### config.mk
export PLATFORM = sky130hd
export DESIGN_NAME = parking_lot_ctrl
export DESIGN_NICKNAME = d
export VERILOG_FILES = /design/src/rtl/parking_pkg.sv /design/src/rtl/parking_hour_clock.sv /design/src/rtl/parking_lot_ctrl.sv
export SDC_FILE = /design/constraint.sdc
export NUM_CORES = 1
export LEC_CHECK = 0
export CAP_MARGIN = 40
export CORE_MARGIN = 2
export CORE_UTILIZATION = 35
export CTS_CLUSTER_SIZE = 14
export DETAILED_ROUTE_END_ITERATION = 16
export PLACE_DENSITY = 0.63
export SLEW_MARGIN = 20
export SYNTH_ARGS = -nofsm -noshare
export SYNTH_HDL_FRONTEND = slang
export SYNTH_HIERARCHICAL = 1
export SYNTH_SLANG_ARGS = --single-unit
### constraint.sdc
create_clock -name clock -period 9.1 [get_ports clock]
set_input_delay 0.91 -clock clock [delete_from_list [all_inputs] [get_ports clock]]
set_output_delay 0.91 -clock clock [all_outputs]
set_load 0.01 [all_outputs]
### src/rtl/parking_pkg.sv
// Shared constants, types and the hour-to-capacity table for the parking controller.
package parking_pkg;

  localparam int unsigned TOTAL_CAPACITY  = 700;
  localparam int unsigned CLOCKS_PER_HOUR = 500;
  localparam int unsigned START_HOUR      = 8;

  localparam int unsigned CNT_W  = 10;
  localparam int unsigned HOUR_W = 5;

  localparam int unsigned FREE_CAP_DAY     = 200;
  localparam int unsigned FREE_CAP_H13     = 250;
  localparam int unsigned FREE_CAP_H14     = 300;
  localparam int unsigned FREE_CAP_H15     = 350;
  localparam int unsigned FREE_CAP_EVENING = 500;

  typedef logic [CNT_W-1:0]  count_t;
  typedef logic [HOUR_W-1:0] hour_t;

  // Public spaces grow through the afternoon as university demand drops.
  function automatic count_t free_capacity(input hour_t h);
    count_t cap;
    if (h <= hour_t'(12))      cap = count_t'(FREE_CAP_DAY);
    else if (h == hour_t'(13)) cap = count_t'(FREE_CAP_H13);
    else if (h == hour_t'(14)) cap = count_t'(FREE_CAP_H14);
    else if (h == hour_t'(15)) cap = count_t'(FREE_CAP_H15);
    else                       cap = count_t'(FREE_CAP_EVENING);
    return cap;
  endfunction

endpackage

### src/rtl/parking_hour_clock.sv
// Simulated time of day: divides the system clock into hours and counts 0..23.
module parking_hour_clock
  import parking_pkg::*;
(
  input  logic  clk,
  input  logic  rst_n,
  output hour_t hour_o
);

  localparam int unsigned CYC_W = (CLOCKS_PER_HOUR > 1) ? $clog2(CLOCKS_PER_HOUR) : 1;

  logic [CYC_W-1:0] cyc_q, cyc_d;
  hour_t            hour_q, hour_d;

  // NOTE: every combinational output gets a default first so no latch is inferred.
  always_comb begin
    cyc_d  = cyc_q + 1'b1;
    hour_d = hour_q;
    if (cyc_q == CYC_W'(CLOCKS_PER_HOUR - 1)) begin
      cyc_d  = '0;
      hour_d = (hour_q == hour_t'(23)) ? '0 : hour_q + 1'b1;
    end
  end

  // NOTE: state registers use non-blocking assignments so all flops update together.
  always_ff @(posedge clk or negedge rst_n) begin
    if (!rst_n) begin
      cyc_q  <= '0;
      hour_q <= hour_t'(START_HOUR);
    end else begin
      cyc_q  <= cyc_d;
      hour_q <= hour_d;
    end
  end

  assign hour_o = hour_q;

endmodule

### src/rtl/parking_lot_ctrl.sv
// Parking lot occupancy controller: hour-dependent capacity split, per-category
// counts, and refusal flags for full-lot entries and empty-lot exits.
module parking_lot_ctrl
  import parking_pkg::*;
(
  input  logic              clock,
  input  logic              reset,
  input  logic              car_entered,
  input  logic              is_uni_car_entered,
  input  logic              car_exited,
  input  logic              is_uni_car_exited,
  output logic [HOUR_W-1:0] hour,
  output logic [CNT_W-1:0]  uni_parked_car,
  output logic [CNT_W-1:0]  free_parked_car,
  output logic [CNT_W-1:0]  uni_vacated_space,
  output logic [CNT_W-1:0]  free_vacated_space,
  output logic              uni_is_vacated_space,
  output logic              free_is_vacated_space,
  output logic              ja_nist,
  output logic              faulty_exit
);

  hour_t  hour_w;
  count_t free_cap, uni_cap;
  count_t uni_vac, free_vac;
  count_t uni_q, uni_d, free_q, free_d;
  logic   ja_q, ja_d, fe_q, fe_d;
  logic   entry_ok, exit_ok;

  parking_hour_clock u_hour_clock (
    .clk    (clock),
    .rst_n  (reset),
    .hour_o (hour_w)
  );

  assign free_cap = free_capacity(hour_w);
  assign uni_cap  = count_t'(TOTAL_CAPACITY) - free_cap;

  // Capacity can drop below occupancy at an hour change; cars stay, vacancy floors at 0.
  assign uni_vac  = (uni_q  < uni_cap)  ? uni_cap  - uni_q  : '0;
  assign free_vac = (free_q < free_cap) ? free_cap - free_q : '0;

  assign entry_ok = car_entered &&
                    (is_uni_car_entered ? (uni_vac != '0) : (free_vac != '0));
  assign exit_ok  = car_exited &&
                    (is_uni_car_exited ? (uni_q != '0) : (free_q != '0));

  // Both guards use pre-edge counts, so an entry and exit in one category cancel.
  always_comb begin
    uni_d  = uni_q;
    free_d = free_q;
    if (entry_ok) begin
      if (is_uni_car_entered) uni_d  = uni_d + 1'b1;
      else                    free_d = free_d + 1'b1;
    end
    if (exit_ok) begin
      if (is_uni_car_exited) uni_d  = uni_d - 1'b1;
      else                   free_d = free_d - 1'b1;
    end
    ja_d = car_entered && !entry_ok;
    fe_d = car_exited  && !exit_ok;
  end

  always_ff @(posedge clock or negedge reset) begin
    if (!reset) begin
      uni_q  <= '0;
      free_q <= '0;
      ja_q   <= 1'b0;
      fe_q   <= 1'b0;
    end else begin
      uni_q  <= uni_d;
      free_q <= free_d;
      ja_q   <= ja_d;
      fe_q   <= fe_d;
    end
  end

  assign hour                  = hour_w;
  assign uni_parked_car        = uni_q;
  assign free_parked_car       = free_q;
  assign uni_vacated_space     = uni_vac;
  assign free_vacated_space    = free_vac;
  assign uni_is_vacated_space  = (uni_vac != '0);
  assign free_is_vacated_space = (free_vac != '0);
  assign ja_nist               = ja_q;
  assign faulty_exit           = fe_q;

endmodule

Word-level counts from Yosys, hierarchy flattened
Cells that the tools add are included.
{"block": "word_totals", "input_bits": 6, "reg_bits": 36, "elab_cells": 51}
{"block": "op_classes", "n_reduce_logical": 10, "add_sub_neg": 9, "n_mux": 18, "n_lt_le_gt_ge": 3, "n_eq_ne": 5}
{"op": "10-bit 2-to-1 mux", "count": 11}
{"op": "10-bit nonzero test", "count": 4}
{"op": "10-bit by 1-bit adder with 10-bit output, second input constant", "count": 2}
{"op": "10-bit < comparator", "count": 2}
{"op": "10-bit by 1-bit subtractor with 10-bit output, second input constant", "count": 2}
{"op": "10-bit subtractor", "count": 2}
{"op": "9-bit 2-to-1 mux", "count": 2}
{"op": "8-bit 2-to-1 mux", "count": 2}
{"op": "5-bit by 4-bit == test with 1-bit output, second input constant", "count": 3}
{"op": "10-bit subtractor, first input constant", "count": 1}
{"op": "9-bit by 1-bit adder with 9-bit output, second input constant", "count": 1}
{"op": "9-bit == test, second input constant", "count": 1}
{"op": "5-bit by 1-bit adder with 5-bit output, second input constant", "count": 1}
{"op": "5-bit == test, second input constant", "count": 1}
{"op": "5-bit by 4-bit <= comparator with 1-bit output, second input constant", "count": 1}
{"op": "5-bit 2-to-1 mux", "count": 1}
{"op": "1-bit logical AND", "count": 4}
{"op": "1-bit logical NOT", "count": 2}
{"op": "1-bit 2-to-1 mux", "count": 2}

Logic depth before layout (Yosys ltp)
Gate-level depths: netlist (run 1).
{"block": "logic_depth", "ltp_word": 15, "depth_mapped": 19, "depth_no_buf": 18}

Modules after synthesis
The synthesis (run 1) kept the hierarchy.
{"module": "parking_lot_ctrl", "area_per_inst_um2": 2982.9, "seq_area_each_um2": 550.5, "instances": 1, "cells_each": 380}
{"module": "parking_hour_clock", "area_per_inst_um2": 710.7, "seq_area_each_um2": 351.6, "instances": 1, "cells_each": 67}

Worst setup path before layout (run 1)
No wires, ideal clock.
{"block": "synth_timing", "path_type": "register -> register", "startpoint": "register u_hour_clock.hour_q[3] (netlist: u_hour_clock/hour_o[3])", "endpoint": "register uni_q[6] (netlist: uni_parked_car[6])", "required_ns": 8.976, "n_path_buf": 1, "setup_time_ns": 0.124, "arrival_time_ns": 4.216, "stages_incl_launch_ff": 18, "slack_ns": 4.760, "path_cell_list": "dfstp_2 -> and2_1 -> clkbuf_1 -> nand2_1 -> nor2_1 -> ha_1 -> xor2_1 -> ha_1 -> a21oi_1 -> a21oi_1 -> or2_1 -> o221a_2 -> a211oi_4 -> mux2i_1 -> ha_1 -> nand3_1 -> mux2_2 -> xnor2_1"}
{"block": "synth_via", "elab_chain_cells": 15, "elab_cells_between_ends": 23, "cone_classes": "add/sub (4); order compare (3); eq/ne (3); mux (10); reduce/logical (3)"}
{"element": "from (decl)", "line_no": "parking_hour_clock.sv:13", "rtl": "hour_t hour_q, hour_d;"}
{"element": "from (signal assigned)", "line_no": "parking_hour_clock.sv:29", "rtl": "hour_q <= hour_t'(START_HOUR);"}
{"element": "from (signal assigned)", "line_no": "parking_hour_clock.sv:32", "rtl": "hour_q <= hour_d;"}
{"element": "5-bit by 4-bit == test with 1-bit output", "line_no": "parking_pkg.sv:26", "rtl": "else if (h == hour_t'(15)) cap = count_t'(FREE_CAP_H15);"}
{"element": "8-bit 2-to-1 mux", "line_no": "parking_pkg.sv:26"}
{"element": "8-bit 2-to-1 mux", "line_no": "parking_pkg.sv:25", "rtl": "else if (h == hour_t'(14)) cap = count_t'(FREE_CAP_H14);"}
{"element": "9-bit 2-to-1 mux", "line_no": "parking_pkg.sv:24", "rtl": "else if (h == hour_t'(13)) cap = count_t'(FREE_CAP_H13);"}
{"element": "10-bit 2-to-1 mux (*)", "line_no": "parking_pkg.sv:23", "rtl": "if (h <= hour_t'(12)) cap = count_t'(FREE_CAP_DAY);"}
{"element": "10-bit subtractor", "line_no": "parking_lot_ctrl.sv:37", "rtl": "assign uni_cap = count_t'(TOTAL_CAPACITY) - free_cap;"}
{"element": "10-bit subtractor or 10-bit < comparator (tied branches)", "line_no": "parking_lot_ctrl.sv:40", "rtl": "assign uni_vac = (uni_q < uni_cap) ? uni_cap - uni_q : '0;"}
{"element": "10-bit 2-to-1 mux", "line_no": "parking_lot_ctrl.sv:40"}
{"element": "10-bit nonzero test", "line_no": "parking_lot_ctrl.sv:44", "rtl": "(is_uni_car_entered ? (uni_vac != '0) : (free_vac != '0));"}
{"element": "1-bit 2-to-1 mux (*)", "line_no": "parking_lot_ctrl.sv:44"}
{"element": "1-bit logical AND (*)", "line_no": "parking_lot_ctrl.sv:43", "rtl": "assign entry_ok = car_entered &&"}
{"element": "10-bit 2-to-1 mux (*)", "line_no": "parking_lot_ctrl.sv:52", "rtl": "if (entry_ok) begin"}
{"element": "10-bit by 1-bit subtractor with 10-bit output", "line_no": "parking_lot_ctrl.sv:57", "rtl": "if (is_uni_car_exited) uni_d = uni_d - 1'b1;"}
{"element": "10-bit 2-to-1 mux", "line_no": "parking_lot_ctrl.sv:57"}
{"element": "10-bit 2-to-1 mux (*)", "line_no": "parking_lot_ctrl.sv:56", "rtl": "if (exit_ok) begin"}
{"element": "named net uni_d[6]", "line_no": "parking_lot_ctrl.sv:26", "rtl": "count_t uni_q, uni_d, free_q, free_d;"}
{"element": "to (signal assigned)", "line_no": "parking_lot_ctrl.sv:71", "rtl": "uni_q <= uni_d;"}
{"element": "to (decl)", "line_no": "parking_lot_ctrl.sv:26"}
The timed path passes the listed nets; every way through them passes the cells marked *.
A chain may end at the register's enable or synchronous reset.

Worst setup path in the final report (run 1)
{"block": "layout_timing", "startpoint": "register u_hour_clock.hour_q[3] (netlist: u_hour_clock/hour_o[3])", "endpoint": "output uni_is_vacated_space"}
{"block": "layout_via", "elab_chain_cells": 9, "elab_cells_between_ends": 13, "cone_classes": "add/sub (2); order compare (2); eq/ne (3); mux (5); reduce/logical (1)"}
{"element": "5-bit by 4-bit == test with 1-bit output", "line_no": "parking_pkg.sv:26"}
{"element": "8-bit 2-to-1 mux", "line_no": "parking_pkg.sv:26"}
{"element": "8-bit 2-to-1 mux", "line_no": "parking_pkg.sv:25"}
{"element": "9-bit 2-to-1 mux", "line_no": "parking_pkg.sv:24"}
{"element": "10-bit 2-to-1 mux (*)", "line_no": "parking_pkg.sv:23"}
{"element": "10-bit subtractor (*)", "line_no": "parking_lot_ctrl.sv:37"}
{"element": "10-bit subtractor or 10-bit < comparator (tied branches)", "line_no": "parking_lot_ctrl.sv:40"}
{"element": "10-bit 2-to-1 mux (*)", "line_no": "parking_lot_ctrl.sv:40"}
{"element": "10-bit nonzero test (*)", "line_no": "parking_lot_ctrl.sv:83", "rtl": "assign uni_is_vacated_space = (uni_vac != '0);"}
{"element": "to (decl)", "line_no": "parking_lot_ctrl.sv:17", "rtl": "output logic uni_is_vacated_space,"}
Every way passes the cells marked *; elsewhere a longest branch is shown, timed or not.

==> results of run 1 <==
final timing paths:
| path | from | endpoint | slack [ps] |
|---|---|---|---|
| worst min register to register | u_hour_clock/cyc_q[0]$_DFF_PN0_ | u_hour_clock/cyc_q[0]$_DFF_PN0_ | 500 |
| worst max register to register | u_hour_clock/hour_o[3]$_DFFE_PN1N_ | uni_parked_car[6]$_DFF_PN0_ | 4340 |
| worst max-delay path | u_hour_clock/hour_o[3]$_DFFE_PN1N_ | uni_is_vacated_space | 3980 |
| worst min-delay path | u_hour_clock/cyc_q[0]$_DFF_PN0_ | u_hour_clock/cyc_q[0]$_DFF_PN0_ | 500 |
| min in group asynchronous | reset | uni_parked_car[8]$_DFF_PN0_ | 1030 |
| max in group asynchronous | reset | u_hour_clock/hour_o[3]$_DFFE_PN1N_ | 7710 |
flip-flops by register name (all words and copies together) (netlist names):
signal,flops
free_parked_car,10
uni_parked_car,10
u_hour_clock/cyc_q,9
u_hour_clock/hour_o,5
faulty_exit,1
ja_nist,1
per-stage QoR:
step           utilization  cells  power [uW]  hold WS (ps)  cell area, sq um
2_1_floorplan            -    447       793.6         454.7              3694
3_3_place_gp        0.4255    631        1052         476.9              4373
3_5_place_dp        0.4255    631        1063         483.0              4373
4_1_cts             0.4363    639        1211         494.2              4484
5_1_grt             0.4363    639        1313         530.5              4484
6_report            0.4363    639        1206         498.7              4484
per-layer routing:
layer / wire length [microns] / GRT usage / vias up / share of wire
met4: 112 / 0.04638 / 0 / 0.011
met5: 0 / 0 / - / 0
met2: 4700 / 0.3048 / 88 / 0.48
li1: - / - / 1694 / -
met3: 433 / 0.03587 / 13 / 0.044
met1: 4621 / 0.2391 / 1603 / 0.47
power by group:
group,internal (uW),switching (uW)
Sequential,195,68.9
Clock,81.1,62.4
Combinational,365,434
Total,641,565
layout by cell type (no fill, tap or decap), drive strengths merged, types with 18 or more instances in the layout:
cell and n:
a21oi 18, clkdlybuf4s50 54, dfrtp 35, ha 27
inv 30, nand2 40, nand3 21, nor2 52
nor3 20, xnor2 39
cell type report:
class	count	share of cell area
Tap cell	136	0.03795
Timing Repair Buffer	55	0.1222
Sequential cell	36	0.2012
Clock inverter	3	0.009487
Clock buffer	5	0.01535
Inverter	30	0.02511
Multi-Input combinational cell	374	0.5887
cell families after synthesis:
logic type,Yosys count
and+or+nand+nor,203
AOI/OAI and AO/OA,77
xor gates and xnor gates,49
buffers and inverters,37
DFF,36
adders and majority gates,29
muxes,15
other,1
cell usage after synthesis, drive strengths merged, types with 3 or more instances:
library cell  number
nor2              52
nand2             40
xnor2             39
dfrtp             35
inv               30
ha                27
nand3             21
nor3              20
a21oi             18
o21ai             13
and3              11
nand4             10
xor2              10
mux2i              8
nor2b              8
mux2               7
a211oi             6
a31oi              6
and2               6
a21o               5
nand2b             5
or2                5
a21boi             4
clkbuf             4
o31ai              4
buf                3
nor4               3
o21bai             3
or3                3
or4                3
==> run metrics, run 1 <==
Post-CTS Repair Setup Buffers 0; ratio of cells with drive above 1 in the final layout 0.07952; Die W 106.7 microns; largest family of logic cells by synthesized area simple AND/OR/NAND/NOR gates; clock latency on the worst-skew pair 290 ps; CTS Sinks 36; Mapped Area 3694 sq um; Post-synth EDFFs 0; number of global-route vias before repair 3,394; total track usage 0.1815; Vias 3,398; DRT iter0 DRCs 170; RSZ-0062 raised after global routing no; WS Path Type register to output port; complex-gate fraction of the synthesized area 0.1650; overall die area 11,390 sq um; Resize count post-CTS 0; DRT Pass-1 Iters 4; Post-route DRC 0; final number of setup-violating endpoints 0; Area Growth Syn to Fin 21.41%; post-synth top area share 0.2371; Netlist cell types 76; crit path max-delay cell type dfstp_2; RePlAce Congestion 0.9653; drt wl/cell 15.44 microns; VDD IR max 0.1222 mV; post-route ant nets 0; H-tree depth 2; Synth Area in Adders 0.1023; PD cells 269.0 nW/um^2; clock slew at reported path FFs 80 ps; Worst Path Required 8190 ps; ant diodes 0; hold path cells 1; die height 106.7 microns; actual slew at the worst max-slew pin 840.5 ps; PortBufs 54; Inserted Clock Buffers 5; CP dominant cell by count nor2_1; CP cell instances and2_1 > nand2_1 > nor2_1 > ha_1 > xor2_1 > ha_1 > a21oi_1 > a21oi_1 > or3_1 > o21ai_0 > nand4_1 > nor2_1 > nor2_1 > clkdlybuf4s50_1; area of the multi-input gates 2640 sq um; Top Ports 55; Clock Path Buffers 2; CORE AREA 10,280 sq um; row count 37; Via density 5.318; R2R cell count 17; initial antenna violation count 0; Max Clock Skew 6.032 ps; leakage power 0.001873 uW; Rel. slew slack 0.4354; Final Slew Violations 0; root buf cell clkbuf_8; final net count 537; max incr delay on CP 590 ps; PnR worst setup slack 3982 ps; Max Cap Viol 0; synthesized flop and latch total 36; Worst setup EP type output port; Area contributors post-synth dfrtp_1 24%, xnor2_1 9.2%, ha_1 9.1%, nor2_1 5.2%, nand2_1 4.0%; first-pass GRT wire length 16.70 mm; Synth Instances 447; critical path's top delay family simple AND/OR/NAND/NOR gates; Max FO, Critical Path 8; sequential element share of the synthesized area 0.2442; Initial Utilization 0.3594; path type of the worst min-delay path register to register; setup TNS 0 ps; period utilisation layout 0.5624; Post-Synth Simple-Gate Area 0.2852; dpl hpwl 7.961 mm; Final Hold Vio Count 0; drt total wl 9.868 mm; post-synthesis mux area share 0.04302; Top FF cell, synth dfrtp_1; Seq. cell area 902.1 sq um; fill count 1,026; Mean Syn Cell Area 8.263 sq um; Post-CTS Hold Fix Bufs 0; ys async rst share 1.000; Setup crit start kind register; path length in cells of the critical path 14; status complete, no violations; Period minus WS final 5118 ps; Yosys top cell by area dfrtp_1; Peak Freq 195.4 MHz; Critical Path AT 4210 ps; Synth Area in XOR/XNOR 0.1182; Place WS 4310 ps; WP buf/inv 1; GR Overflow Total 0; pin count of the biggest net entering global routing 37; syn nets 482; YS warnings 6; CTS tree done
Note: power is estimated with default switching activity, not from simulation.
==> run 2: changes to the inputs <==
- clock period: 9.1 -> 5.36 ns (I/O delays scaled with it)
==> run metrics, run 2 (synthesis gave the netlist of run 1 again) <==
status complete, no violations; period utilisation layout 0.9009; RePlAce Congestion 0.9538 (-1.2%); r2r startpoint u_hour_clock/hour_o[3]$_DFFE_PN1N_; PortBufs 54 (unchanged); setup TNS 0 ps (unchanged); Max Clock Skew 9.317 ps (+3.285 ps); H-tree depth 2 (unchanged); overall die area 11,390 sq um (unchanged); most frequent cells in the layout 54 x clkdlybuf4s50_1, 51 x nor2_1, 39 x nand2_1, 39 x xnor2_1, 35 x dfrtp_1; clock latency on the worst-skew pair 290 ps (about the same); final number of setup-violating endpoints 0 (unchanged); dpl hpwl 7.977 mm (+0.21%); Via density 5.484 (+3.1%); clock power share 0.097 (-0.022); Post-route DRC 0 (unchanged); clock slew at reported path FFs 70 ps (about the same); Worst setup EP type output port; PD cells 452.9 nW/um^2 (+68%); Rel. slew slack 0.5904 (+0.1550); WHS 503.7 ps (+5.003 ps); Setup crit start u_hour_clock/hour_o[3]$_DFFE_PN1N_; fill count 1,010 (-1.6%); Final Hold Vio Count 0 (unchanged); Comb pwr share 0.681 (+0.019); Clock Path Buffers 2 (unchanged); ratio of cells with drive above 1 in the final layout 0.08135 (+0.001826); sw power 978.8 uW (+73%); actual slew at the worst max-slew pin 598.9 ps (-241.6 ps); path type of the worst min-delay path register to register; DRT Pass-1 Iters 5 (+1); Die W 106.7 microns (unchanged); drt wl/cell 15.66 microns (+1.4%); Top Ports 55 (unchanged); RSZ-0062 raised after global routing no; WS Path Type register to output port; hold_sp u_hour_clock/cyc_q[0]$_DFF_PN0_; Net Sw Frac 0.4840 (+0.01537); Post-CTS Hold Fix Bufs 0 (unchanged); Post-CTS Repair Setup Buffers 0 (unchanged); final net count 538 (+0.19%); initial antenna violation count 0 (unchanged); Critical Path AT 4290 ps (+80 ps); Period minus WS final 4829 ps; total track usage 0.1767 (-0.004897); DRT iter0 DRCs 161 (-5.3%); GR Overflow Total 0 (unchanged); CORE AREA 10,280 sq um (unchanged); drt total wl 10.02 mm (+1.6%); Inserted Clock Buffers 5 (unchanged); post-route ant nets 0 (unchanged); Vias 3,510 (+3.3%); CTS Sinks 36 (unchanged); row count 37 (unchanged); number of global-route vias before repair 3,352 (-1.2%); Setup crit start kind register; first-pass GRT wire length 16.35 mm (-2.1%); pin count of the biggest net entering global routing 37 (unchanged); die height 106.7 microns (unchanged); Sequential Power Share 0.222 (+0.003); Power Total 2022 uW (+68%); root buf cell clkbuf_8; commonest non-fill, non-tap cell in the layout clkdlybuf4s50_1; Max Cap Viol 0 (unchanged); Worst Path Required 4820 ps (-3370 ps); Initial Utilization 0.3594 (unchanged); Peak Freq 207.1 MHz; VDD IR max 0.2041 mV (+67%); internal power 1044 uW (+63%); leakage power 0.001871 uW (about the same); ant diodes 0 (unchanged); CTS tree done; Final Slew Violations 0 (unchanged); Area Growth Syn to Fin 20.90%; Max FO, Critical Path 8 (unchanged); Resize count post-CTS 0 (unchanged)
==> run 2: changes by cell type in the layout (fill, tap and decap cells not counted), sizes merged <==
cell      delta
bufinv       -1
clkbuf       +1
clkinv       +2
clkinvlp     -1
==> run 2: through the flow <==
stage	instances	instance area (sq um)	setup slack, ps	utilization
floorplan	447	3694	1020	-
global placement	631	4373	852.6	0.4255
detailed placement	631	4373	716.4	0.4255
CTS	639	4461	544.4	0.4340
global route	640	4466	114.1	0.4345
finish	640	4466	531.4	0.4345
==> run 2: final cells by class <==
type                            count  area, sq um  area share
Multi-Input combinational cell    374         2640      0.5912
Sequential cell                    36        902.1      0.2020
Timing Repair Buffer               56        553.0      0.1238
Tap cell                          136        170.2     0.03811
Inverter                           30        112.6     0.02522
Clock buffer                        5        68.82     0.01541
Clock inverter                      3        18.77    0.004203
==> run 2: final timing paths <==
path / to / slack (ps) / depth (start not counted)
worst max-delay path: uni_is_vacated_space / 530 / 14
max in group asynchronous: u_hour_clock/hour_o[3]$_DFFE_PN1N_ / 4340 / 2
worst max register to register: uni_parked_car[6]$_DFF_PN0_ / 670 / 17
min in group asynchronous: uni_parked_car[2]$_DFF_PN0_ / 660 / 2
worst min-delay path: u_hour_clock/cyc_q[0]$_DFF_PN0_ / 500 / 1
worst min register to register: u_hour_clock/cyc_q[0]$_DFF_PN0_ / 500 / 1
==> run 2: metal layers <==
metal | global-route usage | routed length (microns)
met1 | 0.2308 | 4487
met2 | 0.2989 | 4780
met3 | 0.03343 | 622
met4 | 0.04731 | 132
met5 | 0 | 0
==> run 2: critical path, cell delays in order (launching register included) <==
cell and delay (ps):
dfstp_2 590, and2_1 250, nand2_1 90, nor2_1 350
ha_1 240, xor2_1 150, ha_1 290, a21oi_1 370
a21oi_1 120, or3_1 340, o21ai_0 230, nand4_1 170
nor2_1 190, nor2_1 110, clkdlybuf4s50_1 520
==> run 2: power by group through the flow <==
stage / clock network (uW) / logic, uW / registers (uW)
floorplan: 0 / 915 / 433
global placement: 0 / 1340 / 450
detailed placement: 0 / 1360 / 453
CTS: 202 / 1370 / 447
global route: 216 / 1510 / 462
finish: 196 / 1380 / 449
